[config.mk]
export PLATFORM = sky130hd
export DESIGN_NAME = decode_stage_flat
export DESIGN_NICKNAME = d
export VERILOG_FILES = /design/src/rtl/decode_stage_pkg.sv /design/src/rtl/decode_stage_if.sv /design/src/rtl/decode_stage_imm_gen.sv /design/src/rtl/decode_stage.sv /design/src/flat_wrapper.sv
export SDC_FILE = /design/constraint.sdc
export NUM_CORES = 1
export LEC_CHECK = 0
export CAP_MARGIN = 10
export CORE_UTILIZATION = 36
export CTS_BUF_LIST = sky130_fd_sc_hd__clkbuf_4
export CTS_CLUSTER_DIAMETER = 40
export DETAILED_ROUTE_END_ITERATION = 10
export PLACE_DENSITY_LB_ADDON = 0.08
export SYNTH_ARGS = -nofsm -noshare
export SYNTH_HDL_FRONTEND = slang
export SYNTH_SLANG_ARGS = --single-unit
[constraint.sdc]
create_clock -name clk -period 2.9 [get_ports clk]
set_input_delay 0.29 -clock clk [delete_from_list [all_inputs] [get_ports clk]]
set_output_delay 0.29 -clock clk [all_outputs]
set_load 0.05 [all_outputs]
[src/rtl/decode_stage_pkg.sv]
// Shared definitions for the RV32I decode stage: ALU operation codes, base opcodes,
// the registered bundle layout and the funct3 -> ALU operation map.
// Latency: n/a (types and constants only). Backpressure: n/a.
// ALU_ADD is encoded as zero so that a reset or squashed bundle reads back as a harmless ADD.
package decode_stage_pkg;

   localparam logic [3:0] ALU_ADD  = 4'd0;
   localparam logic [3:0] ALU_SUB  = 4'd1;
   localparam logic [3:0] ALU_SLT  = 4'd2;
   localparam logic [3:0] ALU_SLTU = 4'd3;
   localparam logic [3:0] ALU_SLL  = 4'd4;
   localparam logic [3:0] ALU_SRL  = 4'd5;
   localparam logic [3:0] ALU_SRA  = 4'd6;
   localparam logic [3:0] ALU_AND  = 4'd7;
   localparam logic [3:0] ALU_OR   = 4'd8;
   localparam logic [3:0] ALU_XOR  = 4'd9;

   localparam logic [6:0] OPC_OP     = 7'b0110011;
   localparam logic [6:0] OPC_OP_IMM = 7'b0010011;
   localparam logic [6:0] OPC_LUI    = 7'b0110111;
   localparam logic [6:0] OPC_AUIPC  = 7'b0010111;
   localparam logic [6:0] OPC_JAL    = 7'b1101111;
   localparam logic [6:0] OPC_JALR   = 7'b1100111;
   localparam logic [6:0] OPC_BRANCH = 7'b1100011;
   localparam logic [6:0] OPC_LOAD   = 7'b0000011;
   localparam logic [6:0] OPC_STORE  = 7'b0100011;

   localparam logic [6:0] FUNCT7_ALT = 7'b0100000;

   // Decoded instruction as held in the output register.
   typedef struct packed {
      logic [3:0]  alucode;
      logic [31:0] imm;
      logic        using_r2;
      logic        using_pc;
      logic [31:0] pc;
      logic [4:0]  rs1;
      logic [4:0]  rs2;
      logic [4:0]  rd;
      logic        reg_we;
      logic        is_load;
      logic        is_store;
      logic        is_branch;
      logic        is_jump;
      logic [2:0]  funct3;
   } bundle_t;

   // alt selects SUB for funct3=000 and SRA for funct3=101; ignored elsewhere.
   function automatic logic [3:0] alu_map(input logic [2:0] funct3, input logic alt);
      logic [3:0] code;
      case (funct3)
         3'b000:  code = alt ? ALU_SUB : ALU_ADD;
         3'b001:  code = ALU_SLL;
         3'b010:  code = ALU_SLT;
         3'b011:  code = ALU_SLTU;
         3'b100:  code = ALU_XOR;
         3'b101:  code = alt ? ALU_SRA : ALU_SRL;
         3'b110:  code = ALU_OR;
         default: code = ALU_AND;
      endcase
      return code;
   endfunction

endpackage

[src/rtl/decode_stage_if.sv]
// Handshake and bundle signals between fetch, the decode stage and execute.
// Latency: n/a (wiring only). Backpressure: in_valid/in_ready upstream, out_valid/out_ready downstream.
// Modports: master = fetch/execute side (drives in_*, flush, out_ready); slave = decode stage.
// Optional macro ILLEGAL_INSN_EN adds the illegal bundle flag.
interface decode_stage_if;
   logic        in_valid;
   logic        in_ready;
   logic [31:0] in_insn;
   logic [31:0] in_pc;
   logic        flush;
   logic        out_valid;
   logic        out_ready;
   logic [3:0]  alucode;
   logic [31:0] imm;
   logic        using_r2;
   logic        using_pc;
   logic [31:0] pc_out;
   logic [4:0]  rs1;
   logic [4:0]  rs2;
   logic [4:0]  rd;
   logic        reg_we;
   logic        is_load;
   logic        is_store;
   logic        is_branch;
   logic        is_jump;
   logic [2:0]  funct3;
`ifdef ILLEGAL_INSN_EN
   logic        illegal;
`endif

   modport master (
      output in_valid, in_insn, in_pc, flush, out_ready,
      input  in_ready, out_valid, alucode, imm, using_r2, using_pc, pc_out,
             rs1, rs2, rd, reg_we, is_load, is_store, is_branch, is_jump, funct3
`ifdef ILLEGAL_INSN_EN
      , input illegal
`endif
   );

   modport slave (
      input  in_valid, in_insn, in_pc, flush, out_ready,
      output in_ready, out_valid, alucode, imm, using_r2, using_pc, pc_out,
             rs1, rs2, rd, reg_we, is_load, is_store, is_branch, is_jump, funct3
`ifdef ILLEGAL_INSN_EN
      , output illegal
`endif
   );

endinterface

[src/rtl/decode_stage_imm_gen.sv]
// Extracts the I/S/B/U/J immediate of an RV32I instruction, chosen by opcode.
// Latency: combinational. Backpressure: none.
// Ports: insn (instruction word in), imm (sign-extended immediate out, 0 for R-type/unknown).
module decode_stage_imm_gen
   import decode_stage_pkg::*;
(
   input  logic [31:0] insn,
   output logic [31:0] imm
);

   always_comb begin
      imm = '0;
      case (insn[6:0])
         OPC_OP_IMM: begin
            // funct3 001 (SLLI) and 101 (SRLI/SRAI) share low bits 01: shamt only,
            // so insn[30] (the SRAI select) never leaks into the operand.
            if (insn[13:12] == 2'b01) imm = {27'b0, insn[24:20]};
            else                      imm = {{20{insn[31]}}, insn[31:20]};
         end
         OPC_JALR, OPC_LOAD: imm = {{20{insn[31]}}, insn[31:20]};
         OPC_STORE:          imm = {{20{insn[31]}}, insn[31:25], insn[11:7]};
         OPC_BRANCH:         imm = {{19{insn[31]}}, insn[31], insn[7], insn[30:25], insn[11:8], 1'b0};
         OPC_LUI, OPC_AUIPC: imm = {insn[31:12], 12'b0};
         OPC_JAL:            imm = {{11{insn[31]}}, insn[31], insn[19:12], insn[20], insn[30:21], 1'b0};
         default:            imm = '0;
      endcase
   end

endmodule

[src/rtl/decode_stage.sv]
// RV32I decoder: turns an instruction word + PC into the ALU control bundle held in one output register.
// Latency: 1 cycle (accept at edge N, out_valid at N+1); throughput 1/cycle.
// Backpressure: in_ready = !out_valid || out_ready; bundle held stable while stalled; flush wins over accept.
// Ports: clk, rst (async active-high), bus (decode_stage_if.slave: fetch handshake, flush, bundle outputs).
// Optional macro ILLEGAL_INSN_EN: flags unrecognised encodings and freezes the stage until flush.
module decode_stage
   import decode_stage_pkg::*;
(
   input  logic         clk,
   input  logic         rst,
   decode_stage_if.slave bus
);

   logic [6:0]  opc;
   logic [2:0]  f3;
   logic [6:0]  f7;
   logic [31:0] imm_w;
   bundle_t     dec;
   logic        legal;
   logic        writes_rd;

   assign opc = bus.in_insn[6:0];
   assign f3  = bus.in_insn[14:12];
   assign f7  = bus.in_insn[31:25];

   decode_stage_imm_gen u_imm_gen (
      .insn (bus.in_insn),
      .imm  (imm_w)
   );

   // Class decode of the incoming instruction.
   always_comb begin
      dec          = '0;
      legal        = 1'b0;
      writes_rd    = 1'b0;
      dec.pc       = bus.in_pc;
      dec.funct3   = f3;
      dec.alucode  = ALU_ADD;
      dec.imm      = imm_w;
      dec.rs1      = bus.in_insn[19:15];
      dec.rd       = bus.in_insn[11:7];
      case (opc)
         OPC_OP: begin
            legal        = (f7 == 7'b0) || ((f7 == FUNCT7_ALT) && ((f3 == 3'b000) || (f3 == 3'b101)));
            dec.alucode  = alu_map(f3, f7[5]);
            dec.using_r2 = 1'b1;
            dec.rs2      = bus.in_insn[24:20];
            writes_rd    = 1'b1;
         end
         OPC_OP_IMM: begin
            if (f3 == 3'b001)      legal = (f7 == 7'b0);
            else if (f3 == 3'b101) legal = (f7 == 7'b0) || (f7 == FUNCT7_ALT);
            else                   legal = 1'b1;
            // No SUBI: the alt bit only matters for the right shift.
            dec.alucode = alu_map(f3, (f3 == 3'b101) && bus.in_insn[30]);
            writes_rd   = 1'b1;
         end
         OPC_LUI: begin
            legal     = 1'b1;
            dec.rs1   = 5'd0;          // x0 + imm
            writes_rd = 1'b1;
         end
         OPC_AUIPC: begin
            legal        = 1'b1;
            dec.using_pc = 1'b1;
            writes_rd    = 1'b1;
         end
         OPC_JAL: begin
            legal        = 1'b1;
            dec.using_pc = 1'b1;
            dec.is_jump  = 1'b1;
            writes_rd    = 1'b1;
         end
         OPC_JALR: begin
            legal       = (f3 == 3'b000);
            dec.is_jump = 1'b1;
            writes_rd   = 1'b1;
         end
         OPC_BRANCH: begin
            legal         = (f3 != 3'b010) && (f3 != 3'b011);
            dec.using_pc  = 1'b1;      // ALU forms the target; compare is done elsewhere
            dec.is_branch = 1'b1;
            dec.rs2       = bus.in_insn[24:20];
         end
         OPC_LOAD: begin
            legal       = (f3 != 3'b011) && (f3[2:1] != 2'b11);
            dec.is_load = 1'b1;
            writes_rd   = 1'b1;
         end
         OPC_STORE: begin
            legal        = !f3[2] && (f3 != 3'b011);
            dec.is_store = 1'b1;
            dec.rs2      = bus.in_insn[24:20];
         end
         default: legal = 1'b0;
      endcase
      dec.reg_we = writes_rd && (dec.rd != 5'd0);
      // Unrecognised encodings collapse to a no-write ADD bubble.
      if (!legal) begin
         dec        = '0;
         dec.pc     = bus.in_pc;
         dec.funct3 = f3;
      end
   end

   // Output register and handshake.
   bundle_t bundle_q, bundle_d;
   logic    out_valid_q, out_valid_d;
   logic    hold;
   logic    accept;

`ifdef ILLEGAL_INSN_EN
   logic illegal_q, illegal_d;
   // An illegal bundle freezes the stage (not consumable, no new accepts) until a flush redirects fetch.
   assign hold        = out_valid_q && illegal_q;
   assign bus.illegal = illegal_q;
`else
   assign hold = 1'b0;
`endif

   assign bus.in_ready = (!out_valid_q || bus.out_ready) && !hold;
   assign accept       = bus.in_valid && bus.in_ready && !bus.flush;

   always_comb begin
      out_valid_d = out_valid_q;
      bundle_d    = bundle_q;
      if (bus.flush) begin
         out_valid_d = 1'b0;
      end else if (accept) begin
         out_valid_d = 1'b1;
         bundle_d    = dec;
      end else if (bus.out_ready && !hold) begin
         out_valid_d = 1'b0;
      end
   end

`ifdef ILLEGAL_INSN_EN
   always_comb begin
      illegal_d = illegal_q;
      if (accept) illegal_d = !legal;
   end

   always_ff @(posedge clk or posedge rst) begin
      if (rst) illegal_q <= 1'b0;
      else     illegal_q <= illegal_d;
   end
`endif

   always_ff @(posedge clk or posedge rst) begin
      if (rst) begin
         out_valid_q <= 1'b0;
         bundle_q    <= '0;
      end else begin
         out_valid_q <= out_valid_d;
         bundle_q    <= bundle_d;
      end
   end

   assign bus.out_valid = out_valid_q;
   assign bus.alucode   = bundle_q.alucode;
   assign bus.imm       = bundle_q.imm;
   assign bus.using_r2  = bundle_q.using_r2;
   assign bus.using_pc  = bundle_q.using_pc;
   assign bus.pc_out    = bundle_q.pc;
   assign bus.rs1       = bundle_q.rs1;
   assign bus.rs2       = bundle_q.rs2;
   assign bus.rd        = bundle_q.rd;
   assign bus.reg_we    = bundle_q.reg_we;
   assign bus.is_load   = bundle_q.is_load;
   assign bus.is_store  = bundle_q.is_store;
   assign bus.is_branch = bundle_q.is_branch;
   assign bus.is_jump   = bundle_q.is_jump;
   assign bus.funct3    = bundle_q.funct3;

endmodule

[src/flat_wrapper.sv]
// flat-port wrapper written by rule: the top's interface ports become plain ports
module decode_stage_flat import decode_stage_pkg::*;
  (clk, rst, bus_in_valid, bus_in_insn, bus_in_pc, bus_flush, bus_out_ready, bus_in_ready, bus_out_valid, bus_alucode, bus_imm, bus_using_r2, bus_using_pc, bus_pc_out, bus_rs1, bus_rs2, bus_rd, bus_reg_we, bus_is_load, bus_is_store, bus_is_branch, bus_is_jump, bus_funct3);
  decode_stage_if bus_i ();
  input  logic clk;
  input  logic rst;
  input wire logic [$bits(bus_i.in_valid)-1:0] bus_in_valid;
  input wire logic [$bits(bus_i.in_insn)-1:0] bus_in_insn;
  input wire logic [$bits(bus_i.in_pc)-1:0] bus_in_pc;
  input wire logic [$bits(bus_i.flush)-1:0] bus_flush;
  input wire logic [$bits(bus_i.out_ready)-1:0] bus_out_ready;
  output wire logic [$bits(bus_i.in_ready)-1:0] bus_in_ready;
  output wire logic [$bits(bus_i.out_valid)-1:0] bus_out_valid;
  output wire logic [$bits(bus_i.alucode)-1:0] bus_alucode;
  output wire logic [$bits(bus_i.imm)-1:0] bus_imm;
  output wire logic [$bits(bus_i.using_r2)-1:0] bus_using_r2;
  output wire logic [$bits(bus_i.using_pc)-1:0] bus_using_pc;
  output wire logic [$bits(bus_i.pc_out)-1:0] bus_pc_out;
  output wire logic [$bits(bus_i.rs1)-1:0] bus_rs1;
  output wire logic [$bits(bus_i.rs2)-1:0] bus_rs2;
  output wire logic [$bits(bus_i.rd)-1:0] bus_rd;
  output wire logic [$bits(bus_i.reg_we)-1:0] bus_reg_we;
  output wire logic [$bits(bus_i.is_load)-1:0] bus_is_load;
  output wire logic [$bits(bus_i.is_store)-1:0] bus_is_store;
  output wire logic [$bits(bus_i.is_branch)-1:0] bus_is_branch;
  output wire logic [$bits(bus_i.is_jump)-1:0] bus_is_jump;
  output wire logic [$bits(bus_i.funct3)-1:0] bus_funct3;
  assign bus_i.in_valid = bus_in_valid;
  assign bus_i.in_insn = bus_in_insn;
  assign bus_i.in_pc = bus_in_pc;
  assign bus_i.flush = bus_flush;
  assign bus_i.out_ready = bus_out_ready;
  assign bus_in_ready = bus_i.in_ready;
  assign bus_out_valid = bus_i.out_valid;
  assign bus_alucode = bus_i.alucode;
  assign bus_imm = bus_i.imm;
  assign bus_using_r2 = bus_i.using_r2;
  assign bus_using_pc = bus_i.using_pc;
  assign bus_pc_out = bus_i.pc_out;
  assign bus_rs1 = bus_i.rs1;
  assign bus_rs2 = bus_i.rs2;
  assign bus_rd = bus_i.rd;
  assign bus_reg_we = bus_i.reg_we;
  assign bus_is_load = bus_i.is_load;
  assign bus_is_store = bus_i.is_store;
  assign bus_is_branch = bus_i.is_branch;
  assign bus_is_jump = bus_i.is_jump;
  assign bus_funct3 = bus_i.funct3;
  decode_stage u_core (.clk(clk), .rst(rst), .bus(bus_i));
endmodule
==> results of run 1 <==
[worst paths after layout]
path | end | slack (ps) | depth (start not counted)
hold reg to reg | u_core.bus.alucode[2]$_DFFE_PP0P_ | 480 | 2
hold / removal | u_core.bus.pc_out[31]$_DFFE_PP0P_ | 120 | 2
max in group asynchronous | u_core.bus.imm[19]$_DFFE_PP0P_ | 2000 | 3
setup / recovery | u_core.bus.imm[28]$_DFFE_PP0P_ | 610 | 6
min in group clk | u_core.bus.pc_out[15]$_DFFE_PP0P_ | 370 | 3
setup reg to reg | u_core.bus.rs2[4]$_DFFE_PP0P_ | 900 | 6
[power breakdown]
group          internal [W]  switching [W]
registers           0.00139      0.0000394
logic              0.000279       0.000498
clock network      0.000184       0.000443
total               0.00185       0.000980
[layout by cell type (no fill, tap or decap), types with 2 or more instances in the layout]
| cell type | instances |
|---|---|
| nand2_1 | 166 |
| clkdlybuf4s50_1 | 163 |
| dfrtp_1 | 94 |
| o21ai_1 | 41 |
| a21oi_1 | 22 |
| buf_4 | 19 |
| nor2_1 | 14 |
| a32o_1 | 14 |
| nand3_1 | 10 |
| clkbuf_4 | 10 |
| nand2b_1 | 5 |
| o41ai_1 | 5 |
| a22oi_1 | 5 |
| a211oi_1 | 4 |
| a31oi_1 | 4 |
| nor2b_1 | 3 |
| nand3b_1 | 3 |
| nor3_1 | 3 |
| and2_1 | 3 |
| o21ai_0 | 3 |
| inv_1 | 2 |
| and3b_1 | 2 |
| o2111ai_1 | 2 |
| nor4_1 | 2 |
| or3_1 | 2 |
| clkinv_2 | 2 |
| clkinvlp_4 | 2 |
[critical path: stages]
cell and delay, ps:
clkdlybuf4s50_1 550, and3b_1 330, o2111ai_1 160, o21ai_1 210
o31ai_4 850, o21ai_1 170
[logic make-up after synthesis]
logic type	after synthesis
xor gates and xnor gates	1
buffers and inverters	36
muxes	1
DFF	94
AOI/OAI and AO/OA	112
and+or+nand+nor	222
[flip-flops by register name, indices dropped and copies added, names as in the netlist, 3 cells and up]
signal,flops
u_core.bus.alucode,4
u_core.bus.funct3,3
u_core.bus.imm,32
u_core.bus.pc_out,32
u_core.bus.rd,5
u_core.bus.rs1,5
u_core.bus.rs2,5
[layout make-up]
type | instances | area (um^2)
Clock buffer | 10 | 75.1
Clock inverter | 6 | 37.5
Fill cell | 1126 | 5270
Inverter | 4 | 17.5
Multi-Input combinational cell | 336 | 1740
Sequential cell | 94 | 2350
Tap cell | 143 | 179
Timing Repair Buffer | 183 | 1790
[layer usage]
layer	GRT usage (%)	vias up	part of all wire, %
met2	34.9	121	48
met5	0	-	0
met3	4.50	12	5.0
met1	29.3	1918	46
li1	-	1923	-
met4	6.04	0	1.2
[metrics by stage]
stage	total power (W)	hold slack [ps]	instances	setup slack, ps	instance area, um^2
CTS	0.00286	97.7	776	647	6200
detailed placement	0.00223	456	760	144	6090
finish	0.00283	115	776	614	6200
global placement	0.00223	456	760	271	6090
global route	0.00296	99.5	776	434	6200
floorplan	0.00190	356	466	161	4250
==> metrics, run 1 <==
HPWL after detailed placement=9320 um; max_cap viols=0; Mapped Nets=535; multiplexer area fraction after synthesis=0.236%; Worst Skew=roughly 9 ps; area delta synth->final=45.9%; post-synthesis adder-cell area fraction=0%; endpoints failing hold=0; die height=111 um; number of buffers added on ports=163; critical path startpoint category=primary input; Root Driver=clkbuf_4; min-delay worst type=in2async; Post-Synth Simple-Gate Area=a little under a quarter; DIE AREA=between 10000 and 15000 um^2; Core Util, Final=a little over half; Clock Latency Late Sink=430 ps; count leader, synth=nand2_1; Netlist cell types=51; total track usage=a little over a fifth; layout cells sized above 1=7.11%; period utilization=78.8%; Post-layout nets=around 700; Remaining Overflow, GRT=0; largest family of logic cells by synthesized area=simple AND/OR/NAND/NOR gates; Peak supply drop=0.255 mV; CTS tree=built; GPL Wtd Cong=~0.84; Clock Path Buffers=2; Clock transition at path regs=150 ps; WS Path Type=in2reg; reg2reg start=u_core.bus.out_valid$_DFFE_PP0P_; leading post-synthesis cells by instance count=166 x nand2_1, 94 x dfrtp_1, 41 x o21ai_1; Initial Util=a little under two fifths; TNS Setup=0 ps; WP data arrival=2580 ps; Hold Buf Count CTS=0; # rows=39; TritonCTS Buffers=9; Synth area leader=dfrtp_1; f_max=0.438 GHz; number of inserted diodes=0; post-route ant nets=0; asr flop ratio synth=100%; clk sinks=94; Seq/Total Area, Yosys=approximately 55%; DRT Pass-1 Iters=5; CTS H-tree depth=3; Via density=5.12; number of global-route vias before repair=3939; final WL=between 10000 and 15000 um; I/O pin count=roughly 160; via count=3974; syn_area_per_cell=9.12 um^2; main flop type after synthesis=dfrtp_1; # Post-CTS Setup Buffers=0; RSZ-0062 raised after global routing=false; core footprint=11500 um^2; Power Density=456 nW/um^2; DRC violations left=0; run status=finished, final reports clean; violation count after the first detailed-route iteration=around 220; Synth Area in XOR/XNOR=0.206%; Area contributors post-synth=dfrtp_1 55%, nand2_1 15%, o21ai_1 4.8%; cell area after synthesis=4250 um^2; Syn Inst Count=between 400 and 500; pin count of the biggest net entering global routing=just over 80; yosys warns=0; worst-margin pin slew=965 ps; Setup Viol. Count Final=0; Final Max Tran Viols=0; area share of the largest cell type after synthesis=55.4%; Synth Area in Compound Gates=17.5%; Slew HR=35.7%; Post-synth EDFFs=0; CP endpoint kind=flip-flop; worst-path fanout max=24; CP startpoint=bus_in_insn[5]; leak pwr=2.65 nW; WL/cell=16.4 um; WP data required=roughly 3200 ps; first-pass GRT wire length=roughly 21000 um; initial antenna violation count=0; Synth Register Bits=between 90 and 100; die width=between 100 and 150 um; post_cts resized=0; Tmin final=2290 ps
No activity file was read; power rests on OpenSTA's default activity.
==> run 2: changes to the inputs <==
Clock period 2.9 ns to 2 ns, I/O delays scaled along.
==> metrics, run 2 (same netlist as run 1, synthesis figures left out) <==
via count=4166; Hold Buf Count CTS=0; DRT Pass-1 Iters=4; Final Cell Area=~6700 um^2; worst-margin pin slew=586 ps; Root Driver=clkbuf_4; endpoints failing hold=0; min-delay worst type=in2async; max_cap viols=0; clk sinks=between 90 and 100; Via density=4.99; post-route ant nets=0; die width=about 110 um; number of inserted diodes=0; Setup Viol. Count Final=0; number of buffers added on ports=163; Fillers=1048; CP max-delay cell=clkdlybuf4s50_1; violation count after the first detailed-route iteration=183; number of global-route vias before repair=4278; initial antenna violation count=0; CP cell instances=clkdlybuf4s50_1 > and3b_1 > o2111ai_1 > o21ai_1 > or3_1 > buf_4 > a32o_1; multi-input logic area=about 1800 um^2; dpl cells=819; Finished Layout Cells=835; first-pass GRT wire length=22000 um; I/O pin count=164; final WL=13100 um; DP Area=between 6000 and 7000 um^2; period utilization=96.4%; Final Power=0.00430 W; WP data required=2330 ps; TNS Setup=0 ps; layout cells sized above 1=15.3%; critical path startpoint category=primary input; Tmin final=1930 ps; internal power=about 0.0029 W; # Post-CTS Setup Buffers=0; slowest stage delay, CP=~600 ps; worst-path fanout max=14; die height=approximately 110 um; post_cts resized=0; HPWL after detailed placement=approximately 10000 um; most common cell after layout, fill and taps aside=nand2_1; Clock Latency Late Sink=430 ps; leak pwr=2.98 nW; run status=finished, final reports clean; GPL Wtd Cong=0.864; Clock Path Buffers=2; WS Path Type=in2reg; DRC violations left=0; sw frac=33.4%; Post-layout nets=756; Initial Util=37.1%; Reg area=about 2400 um^2; CP endpoint kind=flip-flop; power share of the sequential group=48.1%; most frequent cells in the layout=166 x nand2_1, 162 x clkdlybuf4s50_1, 93 x dfrtp_1; Clock Power Share=23.7%; CTS tree=built; switching pwr=about 0.0014 W; # rows=39; WL/cell=15.7 um; area delta synth->final=58.8%; RSZ-0062 raised after global routing=false; core footprint=roughly 11000 um^2; Remaining Overflow, GRT=0; WP data arrival=2260 ps; DIE AREA=roughly 12000 um^2; Peak supply drop=0.361 mV; Slew HR=between 60% and 70%; total track usage=22.6%; Final Max Tran Viols=0; Clock transition at path regs=150 ps; CTS H-tree depth=3; TritonCTS Buffers=9; f_max=a little over 0.5 GHz; pin count of the biggest net entering global routing=39; Power Density=637 nW/um^2; Worst Skew=approximately 14 ps; power share of the combinational group=28.2%
-- run 2: changes by cell type in the layout (fill, tap and decap cells not counted), sizes merged --
cell           previous run  this run
clkbuf                   10         9
bufinv                    0         1
inv                       5         4
clkdlybuf4s50           163       162
buf                      20        80
clkinvlp                  2         1
clkinv                    3         5
-- run 2: cell type report --
type	count	share of cell area (%)
Multi-Input combinational cell	336	26.0
Timing Repair Buffer	242	34.2
Clock buffer	9	1.00
Sequential cell	94	34.9
Clock inverter	7	0.946
Tap cell	143	2.65
Inverter	4	0.278
-- run 2: critical path: cells and delay by family --
family | cells | cell delay, ps
AOI/OAI and AO/OA | 3 | 560
and+or+nand+nor | 2 | 680
buffers and inverters | 2 | 810
-- run 2: path summary, 6_finish.rpt --
kind                                                    from                                 to  slack, ps  cells after the start
hold / removal                                           rst  u_core.bus.pc_out[23]$_DFFE_PP0P_        170                      2
hold reg to reg            u_core.bus.pc_out[26]$_DFFE_PP0P_  u_core.bus.pc_out[26]$_DFFE_PP0P_        490                      2
setup / recovery                              bus_in_insn[6]      u_core.bus.imm[9]$_DFFE_PP0P_         70                      7
setup reg to reg            u_core.bus.out_valid$_DFFE_PP0P_      u_core.bus.imm[9]$_DFFE_PP0P_        180                      7
max in group asynchronous                                rst   u_core.bus.out_valid$_DFFE_PP0P_       1300                      3
min in group clk                                bus_in_pc[4]   u_core.bus.pc_out[4]$_DFFE_PP0P_        270                      3
-- run 2: power groups by stage --
stage               combinational, W  clock (W)  sequential (W)
finish                       0.00121    0.00102         0.00207
CTS                          0.00122    0.00106         0.00207
global placement             0.00121          0         0.00210
global route                 0.00129    0.00114         0.00208
detailed placement           0.00122          0         0.00211
floorplan                   0.000261          0         0.00249
-- run 2: per-layer routing --
metal	global-route usage (%)	vias up	wire (um)	share of wire, %
li1	-	2042	-	-
met1	30.5	1999	6120	47
met2	37.1	121	6330	48
met3	5.10	4	619	4.7
met4	4.98	0	73	0.56
met5	0	-	0	0
-- run 2: stage by stage --
| stage | utilization [%] | setup slack [ps] | hold slack [ps] |
|---|---|---|---|
| floorplan | - | 49.5 | 263 |
| global placement | 57.6 | -322 | 453 |
| detailed placement | 57.6 | -380 | 461 |
| CTS | 58.7 | 64.5 | 163 |
| global route | 58.8 | 0.273 | 153 |
| finish | 58.8 | 71.8 | 172 |
